File: src/rtl/pipe_ctrl_if.sv
`default_nettype none
// ---------------------------------------------------------------------------
// Module  : pipe_ctrl_if
// Brief   : Control/status bundle between the pipeline sequencer and datapath
// Rev     : 1.0  initial release
// ---------------------------------------------------------------------------
interface pipe_ctrl_if #(
  parameter int STAGES = 5,
  parameter int CNT_W  = 32
);
  logic              fetch_valid;
  logic [STAGES-1:0] stall_req;
  logic              hazard;
  logic              br_taken;
  logic              cnt_clr;
  logic [STAGES-1:0] stage_en;
  logic [STAGES-1:0] stage_valid;
  logic              flush;
  logic              retire;
  logic [CNT_W-1:0]  retired_cnt;
  logic [CNT_W-1:0]  stall_cnt;
  logic [CNT_W-1:0]  flush_cnt;

  modport master (
    output fetch_valid, stall_req, hazard, br_taken, cnt_clr,
    input  stage_en, stage_valid, flush, retire,
    input  retired_cnt, stall_cnt, flush_cnt
  );

  modport slave (
    input  fetch_valid, stall_req, hazard, br_taken, cnt_clr,
    output stage_en, stage_valid, flush, retire,
    output retired_cnt, stall_cnt, flush_cnt
  );
endinterface
`default_nettype wire

File: src/rtl/pipe_ctrl.sv
`default_nettype none
// ---------------------------------------------------------------------------
// Module  : pipe_ctrl
// Brief   : N-stage pipeline sequencer: valid tracking, load enables, flush,
//           bubbles, retirement; counters built when PIPE_PERF_CNT_EN defined
// Rev     : 1.0  initial release
// ---------------------------------------------------------------------------
module pipe_ctrl #(
  parameter int STAGES      = 5,
  parameter int FLUSH_DEPTH = 1,
  parameter int HAZ_STAGE   = 1,
  parameter int CNT_W       = 32
) (
  input  wire logic  clk,
  input  wire logic  rst,
  pipe_ctrl_if.slave bus
);

  logic [STAGES-1:0] w_stall_eff;
  logic [STAGES-1:0] w_hold;
  logic [STAGES-1:0] w_v;
  logic [STAGES-1:1] r_valid;
  logic              w_flush;
  logic              w_retire;
  logic              w_acc;

  assign w_stall_eff = bus.stall_req | (STAGES'(bus.hazard) << HAZ_STAGE);

  // A stall anywhere downstream freezes every earlier stage.
  always_comb begin
    w_acc  = 1'b0;
    w_hold = '0;
    for (int k = STAGES-1; k >= 0; k--) begin
      w_acc     = w_acc | w_stall_eff[k];
      w_hold[k] = w_acc;
    end
  end

  assign w_v      = {r_valid, bus.fetch_valid};
  assign w_flush  = bus.br_taken & ~w_hold[FLUSH_DEPTH];
  assign w_retire = w_v[STAGES-1] & ~w_hold[STAGES-1];

  always_ff @(posedge clk or negedge rst) begin
    if (!rst) begin
      r_valid <= '0;
    end else begin
      for (int k = 1; k < STAGES; k++) begin
        if (w_flush && (k <= FLUSH_DEPTH))
          r_valid[k] <= 1'b0;
        else if (w_hold[k])
          r_valid[k] <= r_valid[k];
        else if (w_hold[k-1])
          r_valid[k] <= 1'b0;
        else
          r_valid[k] <= w_v[k-1];
      end
    end
  end

  assign bus.stage_en    = ~w_hold;
  assign bus.stage_valid = w_v;
  assign bus.flush       = w_flush;
  assign bus.retire      = w_retire;

`ifdef PIPE_PERF_CNT_EN
  logic [CNT_W-1:0] r_retired_cnt;
  logic [CNT_W-1:0] r_stall_cnt;
  logic [CNT_W-1:0] r_flush_cnt;

  always_ff @(posedge clk or negedge rst) begin
    if (!rst) begin
      r_retired_cnt <= '0;
      r_stall_cnt   <= '0;
      r_flush_cnt   <= '0;
    end else if (bus.cnt_clr) begin
      r_retired_cnt <= '0;
      r_stall_cnt   <= '0;
      r_flush_cnt   <= '0;
    end else begin
      r_retired_cnt <= r_retired_cnt + CNT_W'(w_retire);
      r_stall_cnt   <= r_stall_cnt   + CNT_W'(w_hold[0]);
      r_flush_cnt   <= r_flush_cnt   + CNT_W'(w_flush);
    end
  end

  assign bus.retired_cnt = r_retired_cnt;
  assign bus.stall_cnt   = r_stall_cnt;
  assign bus.flush_cnt   = r_flush_cnt;
`else
  wire w_unused_cnt_clr = bus.cnt_clr;

  assign bus.retired_cnt = '0;
  assign bus.stall_cnt   = '0;
  assign bus.flush_cnt   = '0;
`endif

endmodule
`default_nettype wire

File: src/flat_wrapper.sv
// flat-port wrapper written by rule: the top's interface ports become plain ports
module pipe_ctrl_flat 
#(
  parameter int STAGES      = 5,
  parameter int FLUSH_DEPTH = 1,
  parameter int HAZ_STAGE   = 1,
  parameter int CNT_W       = 32
)
  (clk, rst, bus_fetch_valid, bus_stall_req, bus_hazard, bus_br_taken, bus_cnt_clr, bus_stage_en, bus_stage_valid, bus_flush, bus_retire, bus_retired_cnt, bus_stall_cnt, bus_flush_cnt);
  pipe_ctrl_if #(.STAGES(STAGES), .CNT_W(CNT_W)) bus_i ();
  input  wire logic clk;
  input  wire logic rst;
  input wire logic [$bits(bus_i.fetch_valid)-1:0] bus_fetch_valid;
  input wire logic [$bits(bus_i.stall_req)-1:0] bus_stall_req;
  input wire logic [$bits(bus_i.hazard)-1:0] bus_hazard;
  input wire logic [$bits(bus_i.br_taken)-1:0] bus_br_taken;
  input wire logic [$bits(bus_i.cnt_clr)-1:0] bus_cnt_clr;
  output wire logic [$bits(bus_i.stage_en)-1:0] bus_stage_en;
  output wire logic [$bits(bus_i.stage_valid)-1:0] bus_stage_valid;
  output wire logic [$bits(bus_i.flush)-1:0] bus_flush;
  output wire logic [$bits(bus_i.retire)-1:0] bus_retire;
  output wire logic [$bits(bus_i.retired_cnt)-1:0] bus_retired_cnt;
  output wire logic [$bits(bus_i.stall_cnt)-1:0] bus_stall_cnt;
  output wire logic [$bits(bus_i.flush_cnt)-1:0] bus_flush_cnt;
  assign bus_i.fetch_valid = bus_fetch_valid;
  assign bus_i.stall_req = bus_stall_req;
  assign bus_i.hazard = bus_hazard;
  assign bus_i.br_taken = bus_br_taken;
  assign bus_i.cnt_clr = bus_cnt_clr;
  assign bus_stage_en = bus_i.stage_en;
  assign bus_stage_valid = bus_i.stage_valid;
  assign bus_flush = bus_i.flush;
  assign bus_retire = bus_i.retire;
  assign bus_retired_cnt = bus_i.retired_cnt;
  assign bus_stall_cnt = bus_i.stall_cnt;
  assign bus_flush_cnt = bus_i.flush_cnt;
  pipe_ctrl #(.STAGES(STAGES), .FLUSH_DEPTH(FLUSH_DEPTH), .HAZ_STAGE(HAZ_STAGE), .CNT_W(CNT_W)) u_core (.clk(clk), .rst(rst), .bus(bus_i));
endmodule
File: config.mk
export PLATFORM = sky130hd
export DESIGN_NAME = pipe_ctrl_flat
export DESIGN_NICKNAME = d
export VERILOG_FILES = /design/src/rtl/pipe_ctrl_if.sv /design/src/rtl/pipe_ctrl.sv /design/src/flat_wrapper.sv
export SDC_FILE = /design/constraint.sdc
export NUM_CORES = 1
export LEC_CHECK = 0
export BUFFER_PORTS_ARGS = -buffer_cell sky130_fd_sc_hd__buf_2
export CORE_UTILIZATION = 33
export CTS_CLUSTER_SIZE = 10
export DETAILED_ROUTE_END_ITERATION = 10
export PLACE_DENSITY = 0.82
export SLEW_MARGIN = 20
export SYNTH_ARGS = -nofsm -noshare
export SYNTH_HDL_FRONTEND = slang
export SYNTH_SLANG_ARGS = --single-unit
File: constraint.sdc
create_clock -name clk -period 1.1 [get_ports clk]
set_input_delay 0.11 -clock clk [delete_from_list [all_inputs] [get_ports clk]]
set_output_delay 0.11 -clock clk [all_outputs]
set_load 0.01 [all_outputs]
# Word-level counts from Yosys, hierarchy flattened
# Cells that the tools add are included.
[word_totals] ff_bits=4 word_cells=21
[op_classes] muxes=6 n_eq_ne=1 bitwise=10
[ops] op="$mux W1" count=6
[ops] op="$not A5 Y5" count=1
[ops] op="$or A5 B2 Y5" count=1
[ops] op="$or A1 B1 Y1" count=4
[ops] op="$and A1 B1 Y1" count=2
[ops] op="$ne A2 B2 Y1 const B" count=1
[ops] op="$not A1 Y1" count=2

# Longest topological paths before layout
[depth] word_depth=8 depth_mapped=3

# Least setup slack after synthesis
# No wires, ideal clock.
[synth_path] path_kind="input -> register" start="input port bus_stall_req[4]" end="register u_core.r_valid[1] (netlist bit)" setup_time_ns=0.125 arrival_time_ns=1.044 path_slack_ns=-0.069 stages=3 path_buffers=0 path_cell_list="or3_4 nor3_4 mux2_4"
[synth_between] elab_chain_len=8 word_cells_on_any_way=11 classes_between="1 x eq/ne; 3 x mux; 7 x bitwise"
[synth_rtl] element="start, declared" line="flat_wrapper.sv:14" text="input wire logic [$bits(bus_i.stall_req)-1:0] bus_stall_req;"
[synth_rtl] element="$or A5 B2 Y5 (*)" line="pipe_ctrl.sv:27" text="assign w_stall_eff = bus.stall_req | (STAGES'(bus.hazard) << HAZ_STAGE);"
[synth_rtl] element="$or A1 B1 Y1 (*) (3 in series)" line="pipe_ctrl.sv:34" text="w_acc = w_acc | w_stall_eff[k];"
[synth_rtl] element="$or A1 B1 Y1" line="pipe_ctrl.sv:34"
[synth_rtl] element="$mux W1" line="pipe_ctrl.sv:52" text="else if (w_hold[k-1])"
[synth_rtl] element="$mux W1" line="pipe_ctrl.sv:50" text="else if (w_hold[k])"
[synth_rtl] element="$mux W1" line="pipe_ctrl.sv:48" text="if (w_flush && (k <= FLUSH_DEPTH))"
[synth_rtl] element="end signal, assigned by index" line="pipe_ctrl.sv:51" text="r_valid[k] <= r_valid[k];"
[synth_rtl] element="end signal, assigned by index" line="pipe_ctrl.sv:55" text="r_valid[k] <= w_v[k-1];"
[synth_rtl] element="end, declared" line="pipe_ctrl.sv:22" text="logic [STAGES-1:1] r_valid;"
# Mark *: on every way between the ends. The rest lies on a longest branch, timed or not. The select of a mux whose other input is x is not followed.
# A chain may end at the register's enable or synchronous reset.

# Worst setup path after layout
[layout_path] start="input port bus_stall_req[3]" end="output port bus_flush"
[layout_between] elab_chain_len=6
[layout_rtl] element="$or A5 B2 Y5" line="pipe_ctrl.sv:27"
[layout_rtl] element="$or A1 B1 Y1 (3 in series)" line="pipe_ctrl.sv:34"
[layout_rtl] element="$not A1 Y1" line="pipe_ctrl.sv:40" text="assign w_flush = bus.br_taken & ~w_hold[FLUSH_DEPTH];"
[layout_rtl] element="$and A1 B1 Y1" line="pipe_ctrl.sv:40"
[layout_rtl] element="end, declared" line="flat_wrapper.sv:20" text="output wire logic [$bits(bus_i.flush)-1:0] bus_flush;"
# No other way between the ends.

==> metrics.txt <==
core occupancy in the finished layout=31.22%; placement-stage worst setup slack=-0.2182 ns; Regs by FF count=u_core.r_valid (4); number of DRC violations after detailed-routing iteration 0=20; ys flop type=sky130_fd_sc_hd__dfrtp_1; IR Drop Worst-Case VDD=0.5607 mV; last weighted congestion value of the routability-driven placer=0.6881; parity-gate share of the synthesized area counting xor and xnor cells=0%; met2 WL=535 um; highest clock frequency the design can meet=844.6 MHz; most frequently used cell type in the post-synthesis netlist=sky130_fd_sc_hd__buf_4; die outline area=3116 sq um; internal portion of total power=333.8 uW; run status=finished with violations; post-synth top area cell=sky130_fd_sc_hd__buf_4; Final Hold Violating Endpoints=0; worst setup path class=in -> out; share of power burned in registers=27.2%; Skew-Pair Late Insertion Delay=0.24 ns; level count of the clock H-tree=1; Met3 Routed Length=214 um; Required @ worst endpoint=0.99 ns; CTS Buffer Depth=2; register area share after synthesis=10.47%; Hold WC Path Type=in -> reg; Synth area leaders=sky130_fd_sc_hd__buf_4 76%, sky130_fd_sc_hd__dfrtp_1 10%, sky130_fd_sc_hd__nor3_4 1.7%; portion of total power attributed to the clock network=30.7%; combinational share of power=42.1%; clock tree from TritonCTS=built; max FFs per register=4; worst clock skew=0.002915 ns; PortBufs=21; maximum number of pins on one net before global-route repair=7; register with the highest flop count=u_core.r_valid; Async S/R FF share, synth=100.0%; main combinational cell family by area after synthesis=buffers and inverters; kind of capture point of the worst setup path=output port; per-instance average area after synthesis=8.033 sq um; detailed-router iteration count before antenna repair=4; Max Cap Violations=0; via density per instance=2.944; unrepaired setup endpoints after global routing=yes; kind of start point of the critical path=input port; switching part of the total power=43.61%; die boundary width=55.82 um; sum of routed wire length over all layers=1.089 mm; share of final-layout standard cells stronger than drive strength 1=26.17%; vias in the first global route=293; number of synthesized register bits=4; CTS root buffer=sky130_fd_sc_hd__clkbuf_4; clock sink total=4; first-pass GRT wire length=1.283 mm; Warnings, synthesis=0; relative area change from synthesis to final layout=-9.948%; number of antenna repair diodes=0; top-area cell type share of the netlist area=76.18%; sum of overflow across all layers after global routing=0; WL/cell=6.050 um; Ports=119; critical path peak fanout=3; dpl hpwl=942 um; critical path arrival=1.07 ns; number of antenna violations at the first check in global routing=0; clock transition at the registers of the reported paths=0.04 ns; final period utilization=107.6%; num rows=19; count of final setup violators=4; number of vias in the routed layout=530; slack of the critical path=-0.08398 ns; routed length on met1=332 um; net switching power figure=258.2 uW; static leakage=0.0005760 uW; count of nets after finishing=162; count of mapped cells out of synthesis=119; number of buffers inserted during clock tree synthesis=3; compound-gate portion of the synthesized area=3.010%; fraction of synthesized area in multiplexers=1.571%; Die Y-Extent=55.82 um; final antenna-violating net count=0; cell area power density=687.7 nW/um^2; number of design rule violations left after detail routing=0; Synth Area in Simple Gates=7.199%; Post-Synth Adder-Cell Area=0%; Tot GR Track Use=5.659%; core region area=2758 sq um; Setup TNS=-0.2176 ns; cell area after technology mapping=955.9 sq um; initial core utilization=34.66%; most used standard cells in the synthesized netlist=97 x sky130_fd_sc_hd__buf_4, 4 x sky130_fd_sc_hd__dfrtp_1, 3 x sky130_fd_sc_hd__inv_1, 2 x sky130_fd_sc_hd__nand2_1, 2 x sky130_fd_sc_hd__o21ai_0; violated checks=negative setup slack; Final Critical Period=1.184 ns; Unique masters post-synth=16; final worst hold slack=0.05429 ns; highest layer used for signal routing=met4; final number of max-transition violations=0; Post-synth EDFFs=0
## per-stage QoR
step / total power, uW / instances / area (sq um)
after floorplan: 586.0 / 214 / 1313
after global placement: 381.9 / 173 / 758.2
after detailed placement: 383.6 / 173 / 758.2
after CTS: 587.7 / 179 / 843.3
after global routing: 635.8 / 180 / 860.8
final: 592.0 / 180 / 860.8
## worst paths after layout
kind | from | to | slack (ns) | cells past startpoint
min in group asynchronous | rst | u_core.r_valid[3] | 0.21 | 2
min reg2reg | u_core.r_valid[4] | u_core.r_valid[4] | 0.53 | 2
max reg2reg | u_core.r_valid[2] | u_core.r_valid[3] | 0.20 | 2
min | bus_stall_req[2] | u_core.r_valid[3] | 0.05 | 2
max in group asynchronous | rst | u_core.r_valid[1] | 0.77 | 2
max | bus_stall_req[3] | bus_flush | -0.08 | 5
## layout make-up
type | count | area, sq um
Inverter | 3 | 11.26
Timing Repair Buffer | 29 | 200.2
Multi-Input combinational cell | 110 | 488.0
Clock buffer | 3 | 22.52
Tap cell | 31 | 38.79
Fill cell | 294 | 1897
Sequential cell | 4 | 100.1
## worst max-delay path: stages
cell	delay (ns)
sky130_fd_sc_hd__buf_6	0.09
sky130_fd_sc_hd__or3_4	0.42
sky130_fd_sc_hd__nor3_4	0.17
sky130_fd_sc_hd__and2_2	0.16
sky130_fd_sc_hd__buf_2	0.12
## cells by family (layout without fill, tap and decap cells)
logic type,Yosys count,count (layout)
multiplexers,1,1
AND/OR/NAND/NOR,9,9
flip-flops,4,4
buffers and inverters,100,35
other,1,96
AO/OA/AOI/OAI,4,4
## power groups by stage
| stage | Sequential [uW] | Combinational, uW | Clock (uW) |
|---|---|---|---|
| global route | 161 | 274 | 201 |
| CTS | 161 | 238 | 189 |
| detailed placement | 162 | 221 | 0 |
| global placement | 162 | 220 | 0 |
| finish | 161 | 249 | 182 |
| floorplan | 164 | 422 | 0 |
## layout by cell type (no fill, tap or decap)
cell and n:
sky130_fd_sc_hd__conb_1 96, sky130_fd_sc_hd__buf_2 17, sky130_fd_sc_hd__buf_6 6, sky130_fd_sc_hd__buf_4 5
sky130_fd_sc_hd__dfrtp_1 4, sky130_fd_sc_hd__clkbuf_4 3, sky130_fd_sc_hd__inv_1 2, sky130_fd_sc_hd__nand2_1 2
sky130_fd_sc_hd__o21ai_0 2, sky130_fd_sc_hd__or3_4 1, sky130_fd_sc_hd__inv_2 1, sky130_fd_sc_hd__nor2_1 1
sky130_fd_sc_hd__nor3_4 1, sky130_fd_sc_hd__and2_2 1, sky130_fd_sc_hd__and2b_2 1, sky130_fd_sc_hd__nor4_4 1
sky130_fd_sc_hd__nor3b_1 1, sky130_fd_sc_hd__mux2_4 1, sky130_fd_sc_hd__a22o_2 1, sky130_fd_sc_hd__o41ai_1 1
sky130_fd_sc_hd__dlygate4sd3_1 1
## what timing repair did
action	4_1_cts	5_1_grt
buffers inserted	2	1
pin swaps	1	0
cloned	0	0
hold endpoints to repair	4	0
gates resized for setup	7	2
endpoints found under the setup margin	3	4
hold buffers	1	0
## layer usage
metal | up-vias | GRT usage, %
met1 | 223 | 5.603
met5 | - | 0
met2 | 69 | 9.122
met4 | 0 | 2.091
met3 | 3 | 4.186
li1 | 235 | -
(Power assumes the default switching activity.)
